File: src/rtl/axi_lite_bridge_p_if.sv
// Bundle of client-side and AXI4-Lite signals for axi_lite_bridge_p.
// The "master" modport is the bridge's view: it masters the AXI bus and
// serves the client. The "slave" modport is the environment's view: the
// client plus the AXI slave.
interface axi_lite_bridge_p_if #(
    parameter int DATA_W   = 64,
    parameter int ADDR_W   = 17,
    parameter int C_ADDR_W = 8
);
    // client side
    logic                C_in_valid;
    logic                C_in_ready;
    logic                C_r_wb;
    logic [C_ADDR_W-1:0] C_addr;
    logic [DATA_W-1:0]   C_data_w;
    logic                C_out_valid;
    logic [DATA_W-1:0]   C_data_r;
    logic                C_err;

    // AXI read channels
    logic                AR_VALID;
    logic                AR_READY;
    logic [ADDR_W-1:0]   AR_ADDR;
    logic                R_VALID;
    logic                R_READY;
    logic [DATA_W-1:0]   R_DATA;
    logic [1:0]          R_RESP;

    // AXI write channels
    logic                AW_VALID;
    logic                AW_READY;
    logic [ADDR_W-1:0]   AW_ADDR;
    logic                W_VALID;
    logic                W_READY;
    logic [DATA_W-1:0]   W_DATA;
    logic                B_VALID;
    logic                B_READY;
    logic [1:0]          B_RESP;

    modport master (
        input  C_in_valid, C_r_wb, C_addr, C_data_w,
        output C_in_ready, C_out_valid, C_data_r, C_err,
        output AR_VALID, AR_ADDR, input AR_READY,
        input  R_VALID, R_DATA, R_RESP, output R_READY,
        output AW_VALID, AW_ADDR, input AW_READY,
        output W_VALID, W_DATA, input W_READY,
        input  B_VALID, B_RESP, output B_READY
    );

    modport slave (
        output C_in_valid, C_r_wb, C_addr, C_data_w,
        input  C_in_ready, C_out_valid, C_data_r, C_err,
        input  AR_VALID, AR_ADDR, output AR_READY,
        output R_VALID, R_DATA, R_RESP, input R_READY,
        input  AW_VALID, AW_ADDR, output AW_READY,
        input  W_VALID, W_DATA, output W_READY,
        output B_VALID, B_RESP, input B_READY
    );
endinterface

File: src/rtl/axi_lite_bridge_p.sv
// Single-outstanding client-to-AXI4-Lite bridge.
// A client request (read or write) is translated into one AXI-Lite
// transaction; completion is reported with a one-cycle C_out_valid pulse.
// All outputs are registered and driven from one state machine.
// Optional feature: define BRIDGE_TIMEOUT_EN to add a watchdog that aborts
// a transaction with C_err=1 after TIMEOUT_CYC waiting cycles.
module axi_lite_bridge_p #(
    parameter int              DATA_W      = 64,
    parameter int              ADDR_W      = 17,
    parameter int              C_ADDR_W    = 8,
    parameter int              ADDR_SHIFT  = 3,
    parameter logic [ADDR_W-1:0] BASE_ADDR = 17'h10000,
    parameter int              TIMEOUT_CYC = 255
) (
    input  logic                 clk,
    input  logic                 rst,
    axi_lite_bridge_p_if.master  bus
);

    typedef enum logic [2:0] {
        IDLE    = 3'd0,
        RD_ADDR = 3'd1,
        RD_DATA = 3'd2,
        WR_REQ  = 3'd3,
        WR_RESP = 3'd4,
        DONE    = 3'd5
    } state_t;

    state_t state_r;

    // Word address to AXI byte address; the sum wraps at ADDR_W bits.
    function automatic logic [ADDR_W-1:0] byte_addr(input logic [C_ADDR_W-1:0] word_addr);
        logic [ADDR_W-1:0] ext;
        ext = ADDR_W'(word_addr);
        return BASE_ADDR + (ext << ADDR_SHIFT);
    endfunction

`ifdef BRIDGE_TIMEOUT_EN
    logic [31:0] wait_cnt_r;
    logic        in_wait_s;
    logic        timeout_hit_s;

    // Waiting states are every state with an AXI handshake still pending.
    assign in_wait_s     = (state_r == RD_ADDR) || (state_r == RD_DATA) ||
                           (state_r == WR_REQ)  || (state_r == WR_RESP);
    // The current waiting cycle is the TIMEOUT_CYC-th one since accept.
    assign timeout_hit_s = ((wait_cnt_r + 32'd1) >= 32'(TIMEOUT_CYC));
`endif

    // Transaction state machine; every output is a register written here.
    always_ff @(posedge clk) begin
        if (rst) begin
            state_r         <= IDLE;
            bus.C_in_ready  <= 1'b1;
            bus.C_out_valid <= 1'b0;
            bus.C_data_r    <= {DATA_W{1'b0}};
            bus.C_err       <= 1'b0;
            bus.AR_VALID    <= 1'b0;
            bus.AR_ADDR     <= {ADDR_W{1'b0}};
            bus.R_READY     <= 1'b0;
            bus.AW_VALID    <= 1'b0;
            bus.AW_ADDR     <= {ADDR_W{1'b0}};
            bus.W_VALID     <= 1'b0;
            bus.W_DATA      <= {DATA_W{1'b0}};
            bus.B_READY     <= 1'b0;
`ifdef BRIDGE_TIMEOUT_EN
            wait_cnt_r      <= 32'd0;
`endif
        end else begin
`ifdef BRIDGE_TIMEOUT_EN
            if (in_wait_s) begin
                wait_cnt_r <= wait_cnt_r + 32'd1;
            end
            // Watchdog wins over any handshake completing on the same edge.
            if (in_wait_s && timeout_hit_s) begin
                bus.AR_VALID    <= 1'b0;
                bus.R_READY     <= 1'b0;
                bus.AW_VALID    <= 1'b0;
                bus.W_VALID     <= 1'b0;
                bus.B_READY     <= 1'b0;
                bus.C_out_valid <= 1'b1;
                bus.C_data_r    <= {DATA_W{1'b0}};
                bus.C_err       <= 1'b1;
                state_r         <= DONE;
            end else
`endif
            begin
                case (state_r)
                    IDLE: begin
                        if (bus.C_in_valid && bus.C_in_ready) begin
                            bus.C_in_ready <= 1'b0;
`ifdef BRIDGE_TIMEOUT_EN
                            wait_cnt_r     <= 32'd0;
`endif
                            if (bus.C_r_wb) begin
                                bus.AR_ADDR  <= byte_addr(bus.C_addr);
                                bus.AR_VALID <= 1'b1;
                                state_r      <= RD_ADDR;
                            end else begin
                                bus.AW_ADDR  <= byte_addr(bus.C_addr);
                                bus.W_DATA   <= bus.C_data_w;
                                bus.AW_VALID <= 1'b1;
                                bus.W_VALID  <= 1'b1;
                                state_r      <= WR_REQ;
                            end
                        end
                    end
                    RD_ADDR: begin
                        if (bus.AR_READY) begin
                            bus.AR_VALID <= 1'b0;
                            bus.R_READY  <= 1'b1;
                            state_r      <= RD_DATA;
                        end
                    end
                    RD_DATA: begin
                        if (bus.R_VALID) begin
                            bus.R_READY     <= 1'b0;
                            bus.C_out_valid <= 1'b1;
                            bus.C_data_r    <= bus.R_DATA;
                            bus.C_err       <= (bus.R_RESP != 2'b00);
                            state_r         <= DONE;
                        end
                    end
                    WR_REQ: begin
                        // AW and W retire independently, in any order.
                        if (bus.AW_VALID && bus.AW_READY) begin
                            bus.AW_VALID <= 1'b0;
                        end
                        if (bus.W_VALID && bus.W_READY) begin
                            bus.W_VALID <= 1'b0;
                        end
                        if ((!bus.AW_VALID || bus.AW_READY) &&
                            (!bus.W_VALID  || bus.W_READY)) begin
                            bus.B_READY <= 1'b1;
                            state_r     <= WR_RESP;
                        end
                    end
                    WR_RESP: begin
                        if (bus.B_VALID) begin
                            bus.B_READY     <= 1'b0;
                            bus.C_out_valid <= 1'b1;
                            bus.C_data_r    <= {DATA_W{1'b0}};
                            bus.C_err       <= (bus.B_RESP != 2'b00);
                            state_r         <= DONE;
                        end
                    end
                    DONE: begin
                        bus.C_out_valid <= 1'b0;
                        bus.C_data_r    <= {DATA_W{1'b0}};
                        bus.C_err       <= 1'b0;
                        bus.C_in_ready  <= 1'b1;
                        state_r         <= IDLE;
                    end
                    default: begin
                        bus.AR_VALID    <= 1'b0;
                        bus.R_READY     <= 1'b0;
                        bus.AW_VALID    <= 1'b0;
                        bus.W_VALID     <= 1'b0;
                        bus.B_READY     <= 1'b0;
                        bus.C_out_valid <= 1'b0;
                        bus.C_data_r    <= {DATA_W{1'b0}};
                        bus.C_err       <= 1'b0;
                        bus.C_in_ready  <= 1'b1;
                        state_r         <= IDLE;
                    end
                endcase
            end
        end
    end

endmodule

File: src/flat_wrapper.sv
// flat-port wrapper written by rule: the top's interface ports become plain ports
module axi_lite_bridge_p_flat 
#(
    parameter int              DATA_W      = 64,
    parameter int              ADDR_W      = 17,
    parameter int              C_ADDR_W    = 8,
    parameter int              ADDR_SHIFT  = 3,
    parameter logic [ADDR_W-1:0] BASE_ADDR = 17'h10000,
    parameter int              TIMEOUT_CYC = 255
)
  (clk, rst, bus_C_in_valid, bus_C_r_wb, bus_C_addr, bus_C_data_w, bus_C_in_ready, bus_C_out_valid, bus_C_data_r, bus_C_err, bus_AR_VALID, bus_AR_ADDR, bus_AR_READY, bus_R_VALID, bus_R_DATA, bus_R_RESP, bus_R_READY, bus_AW_VALID, bus_AW_ADDR, bus_AW_READY, bus_W_VALID, bus_W_DATA, bus_W_READY, bus_B_VALID, bus_B_RESP, bus_B_READY);
  axi_lite_bridge_p_if #(.DATA_W(DATA_W), .ADDR_W(ADDR_W), .C_ADDR_W(C_ADDR_W)) bus_i ();
  input  logic clk;
  input  logic rst;
  input wire logic [$bits(bus_i.C_in_valid)-1:0] bus_C_in_valid;
  input wire logic [$bits(bus_i.C_r_wb)-1:0] bus_C_r_wb;
  input wire logic [$bits(bus_i.C_addr)-1:0] bus_C_addr;
  input wire logic [$bits(bus_i.C_data_w)-1:0] bus_C_data_w;
  output wire logic [$bits(bus_i.C_in_ready)-1:0] bus_C_in_ready;
  output wire logic [$bits(bus_i.C_out_valid)-1:0] bus_C_out_valid;
  output wire logic [$bits(bus_i.C_data_r)-1:0] bus_C_data_r;
  output wire logic [$bits(bus_i.C_err)-1:0] bus_C_err;
  output wire logic [$bits(bus_i.AR_VALID)-1:0] bus_AR_VALID;
  output wire logic [$bits(bus_i.AR_ADDR)-1:0] bus_AR_ADDR;
  input wire logic [$bits(bus_i.AR_READY)-1:0] bus_AR_READY;
  input wire logic [$bits(bus_i.R_VALID)-1:0] bus_R_VALID;
  input wire logic [$bits(bus_i.R_DATA)-1:0] bus_R_DATA;
  input wire logic [$bits(bus_i.R_RESP)-1:0] bus_R_RESP;
  output wire logic [$bits(bus_i.R_READY)-1:0] bus_R_READY;
  output wire logic [$bits(bus_i.AW_VALID)-1:0] bus_AW_VALID;
  output wire logic [$bits(bus_i.AW_ADDR)-1:0] bus_AW_ADDR;
  input wire logic [$bits(bus_i.AW_READY)-1:0] bus_AW_READY;
  output wire logic [$bits(bus_i.W_VALID)-1:0] bus_W_VALID;
  output wire logic [$bits(bus_i.W_DATA)-1:0] bus_W_DATA;
  input wire logic [$bits(bus_i.W_READY)-1:0] bus_W_READY;
  input wire logic [$bits(bus_i.B_VALID)-1:0] bus_B_VALID;
  input wire logic [$bits(bus_i.B_RESP)-1:0] bus_B_RESP;
  output wire logic [$bits(bus_i.B_READY)-1:0] bus_B_READY;
  assign bus_i.C_in_valid = bus_C_in_valid;
  assign bus_i.C_r_wb = bus_C_r_wb;
  assign bus_i.C_addr = bus_C_addr;
  assign bus_i.C_data_w = bus_C_data_w;
  assign bus_C_in_ready = bus_i.C_in_ready;
  assign bus_C_out_valid = bus_i.C_out_valid;
  assign bus_C_data_r = bus_i.C_data_r;
  assign bus_C_err = bus_i.C_err;
  assign bus_AR_VALID = bus_i.AR_VALID;
  assign bus_AR_ADDR = bus_i.AR_ADDR;
  assign bus_i.AR_READY = bus_AR_READY;
  assign bus_i.R_VALID = bus_R_VALID;
  assign bus_i.R_DATA = bus_R_DATA;
  assign bus_i.R_RESP = bus_R_RESP;
  assign bus_R_READY = bus_i.R_READY;
  assign bus_AW_VALID = bus_i.AW_VALID;
  assign bus_AW_ADDR = bus_i.AW_ADDR;
  assign bus_i.AW_READY = bus_AW_READY;
  assign bus_W_VALID = bus_i.W_VALID;
  assign bus_W_DATA = bus_i.W_DATA;
  assign bus_i.W_READY = bus_W_READY;
  assign bus_i.B_VALID = bus_B_VALID;
  assign bus_i.B_RESP = bus_B_RESP;
  assign bus_B_READY = bus_i.B_READY;
  axi_lite_bridge_p #(.DATA_W(DATA_W), .ADDR_W(ADDR_W), .C_ADDR_W(C_ADDR_W), .ADDR_SHIFT(ADDR_SHIFT), .BASE_ADDR(BASE_ADDR), .TIMEOUT_CYC(TIMEOUT_CYC)) u_core (.clk(clk), .rst(rst), .bus(bus_i));
endmodule
File: config.mk
export PLATFORM = sky130hd
export DESIGN_NAME = axi_lite_bridge_p_flat
export DESIGN_NICKNAME = d
export VERILOG_FILES = /design/src/rtl/axi_lite_bridge_p_if.sv /design/src/rtl/axi_lite_bridge_p.sv /design/src/flat_wrapper.sv
export SDC_FILE = /design/constraint.sdc
export NUM_CORES = 1
export LEC_CHECK = 0
export BUFFER_PORTS_ARGS = -buffer_cell sky130_fd_sc_hd__buf_2
export CAP_MARGIN = 25
export CORE_AREA = 2 2 124 126
export CTS_CLUSTER_DIAMETER = 40
export DETAILED_ROUTE_END_ITERATION = 8
export DIE_AREA = 0 0 126 128
export PLACE_DENSITY = 0.78
export REMOVE_ABC_BUFFERS = 1
export SLEW_MARGIN = 20
export SYNTH_ARGS = -nofsm -noshare
export SYNTH_HDL_FRONTEND = slang
export SYNTH_SLANG_ARGS = --single-unit
File: constraint.sdc
create_clock -name clk -period 4.4 [get_ports clk]
set_input_delay 0.66 -clock clk [delete_from_list [all_inputs] [get_ports clk]]
set_output_delay 0.66 -clock clk [all_outputs]
set_load 0.005 [all_outputs]
== Yosys cells after proc, flatten, opt, wreduce, memory -nomap -nowiden ==
Cells that the tools add are included.
Word-level totals
  output and inout port bits: 170
  register bits after elaboration: 173
Cells by class
  reductions and logical operators: 27
  add/subtract/negate cells: 1
  equal/unequal tests: 14
  multiplexer cells: 34
  bitwise operators: 7
Operators by type and width (number)
  $pmux 64 s3: 1
  $mux 64: 2
  $pmux 1 s3: 7
  $reduce_or 4->1: 5
  $add 17x11->17 const A: 1
  $mux 1: 16
  $mux 3: 5
  $pmux 3 s5: 1
  $reduce_and 3->1: 5
  $reduce_and 4->1: 3
  $ne 2x2->1 const B: 5
  $ne 2x1->1 const B: 4
  $not 1->1: 7
  $eq 3x2->1 const B: 2
  $eq 3x3->1 const B: 2
  $reduce_and 5->1: 1
  $logic_and 1x1->1: 4
  $reduce_bool 2->1: 2
  $eq 3x1->1 const B: 1
  $logic_not 3->1: 1
  $reduce_or 3->1: 1
  $logic_not 1->1: 2
  $logic_or 1x1->1: 2
  $mux 2: 1
  2 further kinds: 2

== Logic depth before layout (Yosys ltp) ==
Gate-level depths: netlist (run 1).
  depth in word-level cells: 5
  depth in mapped cells: 7
  gate-level depth less buffers: 4

== Worst setup path after synthesis (run 1) ==
No wires, ideal clock.
  kind: input to register
  start point: input bus_R_VALID
  end point: register u_core.bus.C_data_r[0]
  path buffers: 1
  setup slack: 2530 ps
  arrival: 1810 ps
  stages: 5
  data required time: 4340 ps
  library setup time: 60 ps
  cell sequence: nor2b_1 -> o21a_1 -> nor3_2 -> clkbuf_1 -> a22o_1
On the way
  cells in the longest elaborated chain, start to end: 2
RTL lines
  from (decl): RTL line flat_wrapper.sv:26  | input wire logic [$bits(bus_i.R_VALID)-1:0] bus_R_VALID;
  $ne 2x2->1 (no source line)
  $reduce_and 3->1 (no source line)
  to (signal assigned): RTL line axi_lite_bridge_p.sv:56  | bus.C_data_r <= {DATA_W{1'b0}};
  to (signal assigned): RTL line axi_lite_bridge_p.sv:119  | bus.C_data_r <= bus.R_DATA;
  to (signal assigned): RTL line axi_lite_bridge_p.sv:142  | bus.C_data_r <= {DATA_W{1'b0}};
  to (decl): RTL line axi_lite_bridge_p_if.sv:42  | output C_in_ready, C_out_valid, C_data_r, C_err,
No other way between the ends.
A chain may end at the register's enable or synchronous reset.

== Worst setup path after layout (run 1) ==
  start point: register u_core.state_r[0]
  end point: register u_core.bus.W_DATA[30]
On the way
  cells in the longest elaborated chain, start to end: 2
RTL lines
  from (decl): RTL line axi_lite_bridge_p.sv:29  | state_t state_r;
  from (signal assigned): RTL line axi_lite_bridge_p.sv:53  | state_r <= IDLE;
  from (signal assigned): RTL line axi_lite_bridge_p.sv:98  | state_r <= RD_ADDR;
  from (signal assigned): RTL line axi_lite_bridge_p.sv:104  | state_r <= WR_REQ;
  $logic_not 3->1: RTL line axi_lite_bridge_p.sv:88  | case (state_r)
  $reduce_and 3->1 (no source line)
  to (signal assigned): RTL line axi_lite_bridge_p.sv:64  | bus.W_DATA <= {DATA_W{1'b0}};
  to (signal assigned): RTL line axi_lite_bridge_p.sv:101  | bus.W_DATA <= bus.C_data_w;
  to (decl): RTL line axi_lite_bridge_p_if.sv:46  | output W_VALID, W_DATA, input W_READY,
No other way between the ends.

==> metrics.md, run 1 <==
| Metric | Value |
|---|---|
| # H-tree levels | 4 |
| CTS sink count | around 160 |
| Post-CTS Resized | 0 |
| FF-to-FF setup slack | roughly 1.7 ns |
| Critical Path Fanout Max | 40 |
| TritonCTS buffer count | 17 |
| Number of library cell types mapped by synthesis | 34 |
| Most frequent cell after synthesis | dfxtp_1 |
| Clock Latency Late Sink | a little over 0.4 ns |
| Detail Route Antenna Nets | 0 |
| Post-synth EDFFs | 0 |
| Setup violators final | 0 |
| Worst path arrival time | 2.90 ns |
| Multi-input gate area | 2016 µm² |
| Post-synthesis register bit count | 157 |
| CTS Root Cell | clkbuf_16 |
| Site row count | 45 |
| Post-CTS Repair Setup Buffers | 0 |
| Status | completed |
| Endpoints failing hold | 0 |
| Iter 0 DRT Violations | 249 |
| Initial antenna violation count | 0 |
| Post-Synth Adder-Cell Area | 0 |
| Actual slew at the worst max-slew pin | around 0.99 ns |
| # diodes | 0 |
| Die width | 126 µm |
| Number of global-route vias before repair | 4679 |
| Xor/xnor cell area share of the yosys netlist | 0 |
| Worst Setup End Kind | register |
| DRT Wirelength | 15590 µm |
| Top cells by area, synth | dfxtp_1 57%, a22o_1 10%, nand2_1 10% |
| Die Y | 128 µm |
| Placed Cells | between 1000 and 1500 |
| Yosys top cell area share | 0.5733 |
| Register area | approximately 3100 µm² |
| Largest net degree at the start of global routing | 94 |
| Seq/Total Area, Yosys | 0.5733 |
| Total of max-cap violations | 0 |
| Complex-gate fraction of the synthesized area | 0.2049 |
| Clock Skew | 0.006166 ns |
| WS Path Type | register to register |
| GRT Util Overall | 0.1832 |
| Net Sw Frac | 0.2836 |
| Area Overhead vs Synth | 38.64% |
| WP data required | 4.64 ns |
| Post-DP HPWL | between 10000 and 15000 µm |
| Fin cells | 1066 |
| Power Internal | roughly 2.9 mW |
| Vias | roughly 5000 |
| Nets@finish | a little over 1000 |
| Multiplexer share of the synthesized area | 0.01461 |
| Reg2Reg Depth | 5 |
| DRT Pass-1 Iters | 4 |
| Synth async-reset ratio | 0 |
| Post-place setup slack | ~1.8 ns |
| Maximum vdd drop | 0.4817 mV |
| Layout cells sized above 1 | 0.3884 |
| Syn avg cell area | 9.388 µm² |
| Ports | 319 |
| Gate Count Post-Synth | 584 |
| Longest Clk Path Bufs | 2 |
| RSZ-0062 raised after global routing | no |
| R2R Path Start | u_core.state_r[0] |
| Post-Synth Simple-Gate Area | 0.1356 |
| Main combinational cell family by area after synthesis | compound AO/OA/AOI/OAI gates |
| Critical path endpoint | u_core.bus.W_DATA[30] |
| Total gr overflow | 0 |
| Worst slew margin | 0.3388 |
| Setup crit start | u_core.state_r[0] |
| Leakage | ~3.7 nW |
| Initial Util | 0.3689 |
| Clock power frac | 0.381 |
| Power per Cell Area | 536.9 nW/µm² |
| Crit path launch type | register |
| Final routed DRC violation total | 0 |
| Dominant cell type by area after synthesis | dfxtp_1 |
| Worst Setup Slack, final | 1.747 ns |
| Most frequent cells after synthesis | 157 x dfxtp_1, 149 x nand2_1, 83 x a21oi_1 |
| Gate power share | 0.194 |
| Tcrit/Tclk final | 0.6030 |
| Hold Crit Depth | 2 |
| Mapped cell area | about 5500 µm² |
| Hold-fix buffers, CTS | 0 |
| F_max | between 0.3 and 0.4 GHz |
| DR vias/cell | 4.726 |
| Core area | 14860 µm² |
| Die area | 16130 µm² |
| TritonCTS clock tree | done |
| First-pass GRT wire length | between 20000 and 25000 µm |
| Switching power | roughly 1.2 mW |
| Yosys warning count | 0 |
| Tmin final | about 2.7 ns |
| DR WL/cell | about 15 µm |
| Setup_tns | 0 ns |
| Share of power burned in registers | 0.425 |
| Routability cong. | about 0.77 |
| PortBufs | 302 |
| CTS clk-pin slew, worst paths | approximately 0.06 ns |
| Max-slew violations | 0 |
| Min-Delay Path Class | register to register |
| Post-synth top flop | dfxtp_1 |
| R2R Path End | u_core.bus.W_DATA[30] |
| Filler cells | between 1000 and 1500 |
==> power by group through the flow <==
stage | Combinational, mW | Sequential, mW | Clock, mW
3_3_place_gp | 0.788 | 1.76 | 0
3_5_place_dp | 0.798 | 1.76 | 0
4_1_cts | 0.801 | 1.73 | 1.59
5_1_grt | 0.886 | 1.76 | 1.65
6_report | 0.793 | 1.74 | 1.55
2_1_floorplan | 0.396 | 1.77 | 0
==> layer usage <==
metal  global-route usage  share of wire  up-vias
li1                     -              -     2526
met2               0.3264           0.51      219
met5                    0              0        -
met1               0.2072           0.40     2287
met3              0.07137          0.089        6
met4              0.04266         0.0070        0
==> area by class of cell <==
class,count,area share
clock buffers,20,0.05877
clock inverters,12,0.02436
inverters,7,0.003457
multi-input cells,375,0.2652
flip-flops and latches,157,0.4135
well taps,188,0.03095
repair buffers,307,0.2038
==> placed cells by master (no fill, tap or decap), types with 3 or more instances in the layout <==
| master | instances |
|---|---|
| o21bai_1 | 3 |
| a211oi_1 | 3 |
| nand3_1 | 5 |
| clkbuf_16 | 17 |
| nor2_1 | 18 |
| clkinvlp_4 | 3 |
| a21oi_1 | 83 |
| dfxtp_1 | 157 |
| a22o_1 | 64 |
| o21ai_0 | 6 |
| nand2_1 | 149 |
| conb_1 | 16 |
| mux2i_1 | 8 |
| buf_4 | 5 |
| bufinv_16 | 4 |
| inv_1 | 7 |
| buf_2 | 302 |
==> critical path, cell delays in order, from the launching register on <==
cell and delay [ns]:
dfxtp_1 0.45, or2_1 0.38, or4_2 1.02, buf_4 0.41, nand2_1 0.13, a21oi_1 0.07
==> registers in the layout, indices dropped and copies added, names as in the netlist <==
register	count
u_core.bus.AW_VALID	1
u_core.bus.R_READY	1
u_core.bus.AR_ADDR	9
u_core.bus.C_in_ready	1
u_core.bus.W_DATA	64
u_core.bus.W_VALID	1
u_core.bus.C_err	1
u_core.bus.AR_VALID	1
u_core.bus.C_data_r	64
u_core.bus.C_out_valid	1
u_core.state_r	3
u_core.bus.B_READY	1
u_core.bus.AW_ADDR	9
==> worst min-delay path by stage <==
stage,slack (ns),end,startpoint
6_report,0.45,u_core.bus.AR_ADDR[16],u_core.bus.AR_ADDR[16]
4_1_cts,0.45,u_core.bus.C_data_r[50],bus_R_DATA[50]
3_3_place_gp,0.43,u_core.bus.AR_ADDR[16],u_core.bus.AR_ADDR[16]
5_1_grt,0.44,u_core.bus.C_data_r[58],bus_R_DATA[58]
3_5_place_dp,0.44,u_core.bus.AR_ADDR[16],u_core.bus.AR_ADDR[16]
2_1_floorplan,0.44,u_core.bus.AR_ADDR[16],u_core.bus.AR_ADDR[16]
==> cell families (layout without fill, tap and decap cells) <==
logic type             count (synthesis)  count (layout)
muxes                                  8               8
DFF                                  157             157
and+or+nand+nor                      183             183
AOI/OAI and AO/OA                    168             168
buffers and inverters                 67             346
other                                  1              16
==> stage by stage <==
| stage | utilization | hold slack [ns] | area (µm²) | total power, mW |
|---|---|---|---|---|
| 6_report | 0.5114 | 0.4486 | 7601 | 4.081 |
| 3_5_place_dp | 0.4689 | 0.4427 | 6969 | 2.561 |
| 2_1_floorplan | - | 0.4360 | 5176 | 2.166 |
| 4_1_cts | 0.5114 | 0.4455 | 7601 | 4.123 |
| 3_3_place_gp | 0.4689 | 0.4311 | 6969 | 2.545 |
| 5_1_grt | 0.5114 | 0.4432 | 7601 | 4.293 |
Power figures use the tool's default switching activity.
==> run 2: changes to the inputs <==
--- a/config.mk
+++ b/config.mk
@@ -5,13 +5,14 @@
 export SDC_FILE = /design/constraint.sdc
 export NUM_CORES = 1
 export LEC_CHECK = 0
+export ABC_AREA = 1
 export BUFFER_PORTS_ARGS = -buffer_cell sky130_fd_sc_hd__buf_2
 export CAP_MARGIN = 25
-export CORE_AREA = 2 2 124 126
+export CORE_MARGIN = 1
+export CORE_UTILIZATION = 40
 export CTS_CLUSTER_DIAMETER = 40
 export DETAILED_ROUTE_END_ITERATION = 8
-export DIE_AREA = 0 0 126 128
-export PLACE_DENSITY = 0.78
+export PLACE_DENSITY = 0.81
 export REMOVE_ABC_BUFFERS = 1
 export SLEW_MARGIN = 20
 export SYNTH_ARGS = -nofsm -noshare
==> constraint.sdc (replaced) <==
create_clock -name clk -period 2.6 [get_ports clk]
set_input_delay 0.39 -clock clk [delete_from_list [all_inputs] [get_ports clk]]
set_output_delay 0.39 -clock clk [all_outputs]
set_load 0.005 [all_outputs]
==> run 2 against run 1 <==
Clock skew grew 0.0021 ns. Worst setup slack lost 1.1 ns. Highest routed layer unchanged. Die area shrank 5.1%. Largest power group unchanged. Wire length grew 7.0%. Hold slack lost 0.25 ns. Fmax grew 38%.
==> metrics.md, run 2 <==
| Metric | Value |
|---|---|
| Worst Setup End Kind | register |
| Tcrit/Tclk final | 0.7372 |
| Most frequent cells after synthesis | 184 x nor2_1, 167 x nand2_1, 157 x dfxtp_1 |
| Most frequent cell after synthesis | nor2_1 |
| Fin cells | about 1300 |
| Critical path endpoint | u_core.bus.C_data_r[22] |
| Power, Total | about 7.4 mW |
| Maximum vdd drop | 0.5929 mV |
| WS Path Type | register to register |
| TritonCTS buffer count | 17 |
| Top flop regs | u_core.bus.C_data_r (64), u_core.bus.W_DATA (64) |
| Worst path arrival time | around 2.3 ns |
| Clock Skew | between 0.008 and 0.009 ns |
| Number of library cell types mapped by synthesis | 22 |
| DRT Pass-1 Iters | 5 |
| Core area | 14480 µm² |
| TritonCTS clock tree | done |
| Ports | ~320 |
| CTS sink count | roughly 160 |
| Mapped cell area | just under 6000 µm² |
| R2R Path Start | u_core.state_r[0] |
| Status | completed |
| Post-DP HPWL | between 10000 and 15000 µm |
| DR WL/cell | 13.33 µm |
| Yosys warning count | 0 |
| Routability cong. | between 0.8 and 0.9 |
| Hold-fix buffers, CTS | 0 |
| Area Overhead vs Synth | 35.25% |
| Initial Util | 0.4094 |
| Setup violators final | 0 |
| Vias | 5865 |
| Longest Clk Path Bufs | 2 |
| Commonest non-fill, non-tap cell in the layout | buf_2 |
| CTS Root Cell | clkbuf_16 |
| Nets@finish | between 1000 and 1500 |
| Total gr overflow | 0 |
| # H-tree levels | 4 |
| First-pass GRT wire length | about 24000 µm |
| DRT Wirelength | about 17000 µm |
| Iter 0 DRT Violations | about 310 |
| WP data required | around 3 ns |
| Synth async-reset ratio | 0 |
| Layout cells sized above 1 | 0.3380 |
| Clock Latency Late Sink | about 0.42 ns |
| CTS clk-pin slew, worst paths | approximately 0.070 ns |
| PortBufs | roughly 300 |
| Placed Cells | 1220 |
| Final routed DRC violation total | 0 |
| Post-place setup slack | 0.6909 ns |
| Die width | approximately 120 µm |
| Post-CTS Repair Setup Buffers | 0 |
| Post-CTS Resized | 0 |
| Seq/Total Area, Yosys | 0.5302 |
| DR vias/cell | 4.685 |
| F_max | 0.5217 GHz |
| Power per Cell Area | ~920 nW/µm² |
| Actual slew at the worst max-slew pin | roughly 0.64 ns |
| Initial antenna violation count | 0 |
| Syn avg cell area | about 7.7 µm² |
| Min-Delay Path Class | input pin to register |
| Dominant cell type by area after synthesis | dfxtp_1 |
| Number of global-route vias before repair | 5055 |
| Die Y | 123.7 µm |
| Tmin final | roughly 1.9 ns |
| Top cells by area, synth | dfxtp_1 53%, nor2_1 12%, nand2_1 11% |
| GRT Util Overall | 0.2030 |
| RSZ-0062 raised after global routing | no |
| Post-synth EDFFs | 0 |
| FF-to-FF setup slack | around 0.7 ns |
| Die area | between 15000 and 20000 µm² |
| Site row count | 44 |
| Worst slew margin | 0.5714 |
| R2R Path End | u_core.bus.C_data_r[22] |
| Setup crit start | u_core.state_r[0] |
| Total of max-cap violations | 0 |
| Worst Setup Slack, final | approximately 0.7 ns |
| Detail Route Antenna Nets | 0 |
| Max-slew violations | 0 |
| # diodes | 0 |
| Gate Count Post-Synth | 774 |
| Largest net degree at the start of global routing | 74 |
| Critical Path Fanout Max | 36 |
| Crit path launch type | register |
| Post-synthesis register bit count | roughly 160 |
| Leakage | between 4 and 5 nW |
| Most frequent cells in the layout | 302 x buf_2, 184 x nor2_1, 167 x nand2_1, 157 x dfxtp_1, 86 x o21ai_0 |
| Yosys top cell area share | 0.5302 |
| Endpoints failing hold | 0 |
| Reg2Reg Depth | 7 |
| Post-synth top flop | dfxtp_1 |
-- run 2: cell type report --
class	instances	area (µm²)
Fill cell	1369	6461
Clock inverter	13	151.4
Sequential cell	157	3143
Clock buffer	19	452.9
Inverter	23	86.33
Timing Repair Buffer	312	1624
Multi-Input combinational cell	544	2330
Tap cell	184	230.2
-- run 2: how the worst min path moves through the flow --
| stage | startpoint | end | slack, ns | depth (start not counted) |
|---|---|---|---|---|
| after global placement | u_core.bus.B_READY | u_core.bus.B_READY | 0.45 | 2 |
| final | bus_C_data_w[2] | u_core.bus.W_DATA[2] | 0.19 | 3 |
| after detailed placement | u_core.bus.C_data_r[32] | u_core.bus.C_data_r[32] | 0.45 | 2 |
| after CTS | bus_C_data_w[17] | u_core.bus.W_DATA[17] | 0.17 | 3 |
| after floorplan | u_core.bus.B_READY | u_core.bus.B_READY | 0.45 | 2 |
| after global routing | bus_C_data_w[43] | u_core.bus.W_DATA[43] | 0.18 | 3 |
-- run 2: critical path, cell delays in order (launching register included) --
cell and delay, ns:
dfxtp_1 0.57, nor2_8 0.11, nand3b_2 0.14, nand3_1 0.10, inv_2 0.47, buf_4 0.25, nand2_1 0.05, a21oi_1 0.14
-- run 2: per-layer routing --
| layer | GRT usage | up-vias | wire length (µm) |
|---|---|---|---|
| met4 | 0.07756 | 0 | 361 |
| li1 | - | 2987 | - |
| met5 | 0 | - | 0 |
| met1 | 0.2253 | 2601 | 6505 |
| met2 | 0.3507 | 255 | 8148 |
| met3 | 0.07555 | 22 | 1669 |
-- run 2: metrics by stage --
step / util / instance area [µm²] / setup TNS (ns) / hold WS (ns)
3_5_place_dp: 0.5120 / 7413 / 0 / 0.4527
4_1_cts: 0.5538 / 8018 / 0 / 0.1717
3_3_place_gp: 0.5120 / 7413 / 0 / 0.4465
5_1_grt: 0.5538 / 8018 / 0 / 0.1833
6_report: 0.5538 / 8018 / 0 / 0.1949
2_1_floorplan: - / 5554 / -20.08 / 0.4492
-- run 2: cell families after synthesis --
logic type / Yosys count / synth area share
buffers and inverters: 88 / 0.08717
AND/OR/NAND/NOR: 370 / 0.2463
other: 1 / 0.0006326
flip-flops: 157 / 0.5302
AO/OA/AOI/OAI: 158 / 0.1357
-- run 2: report_power, final --
part / switching, mW / total [mW] / internal (mW) / leakage, nW
sequential: 0.231 / 3.02 / 2.78 / 1.28
combinational: 1.15 / 1.87 / 0.725 / 2.51
clock: 1.03 / 2.51 / 1.48 / 0.284
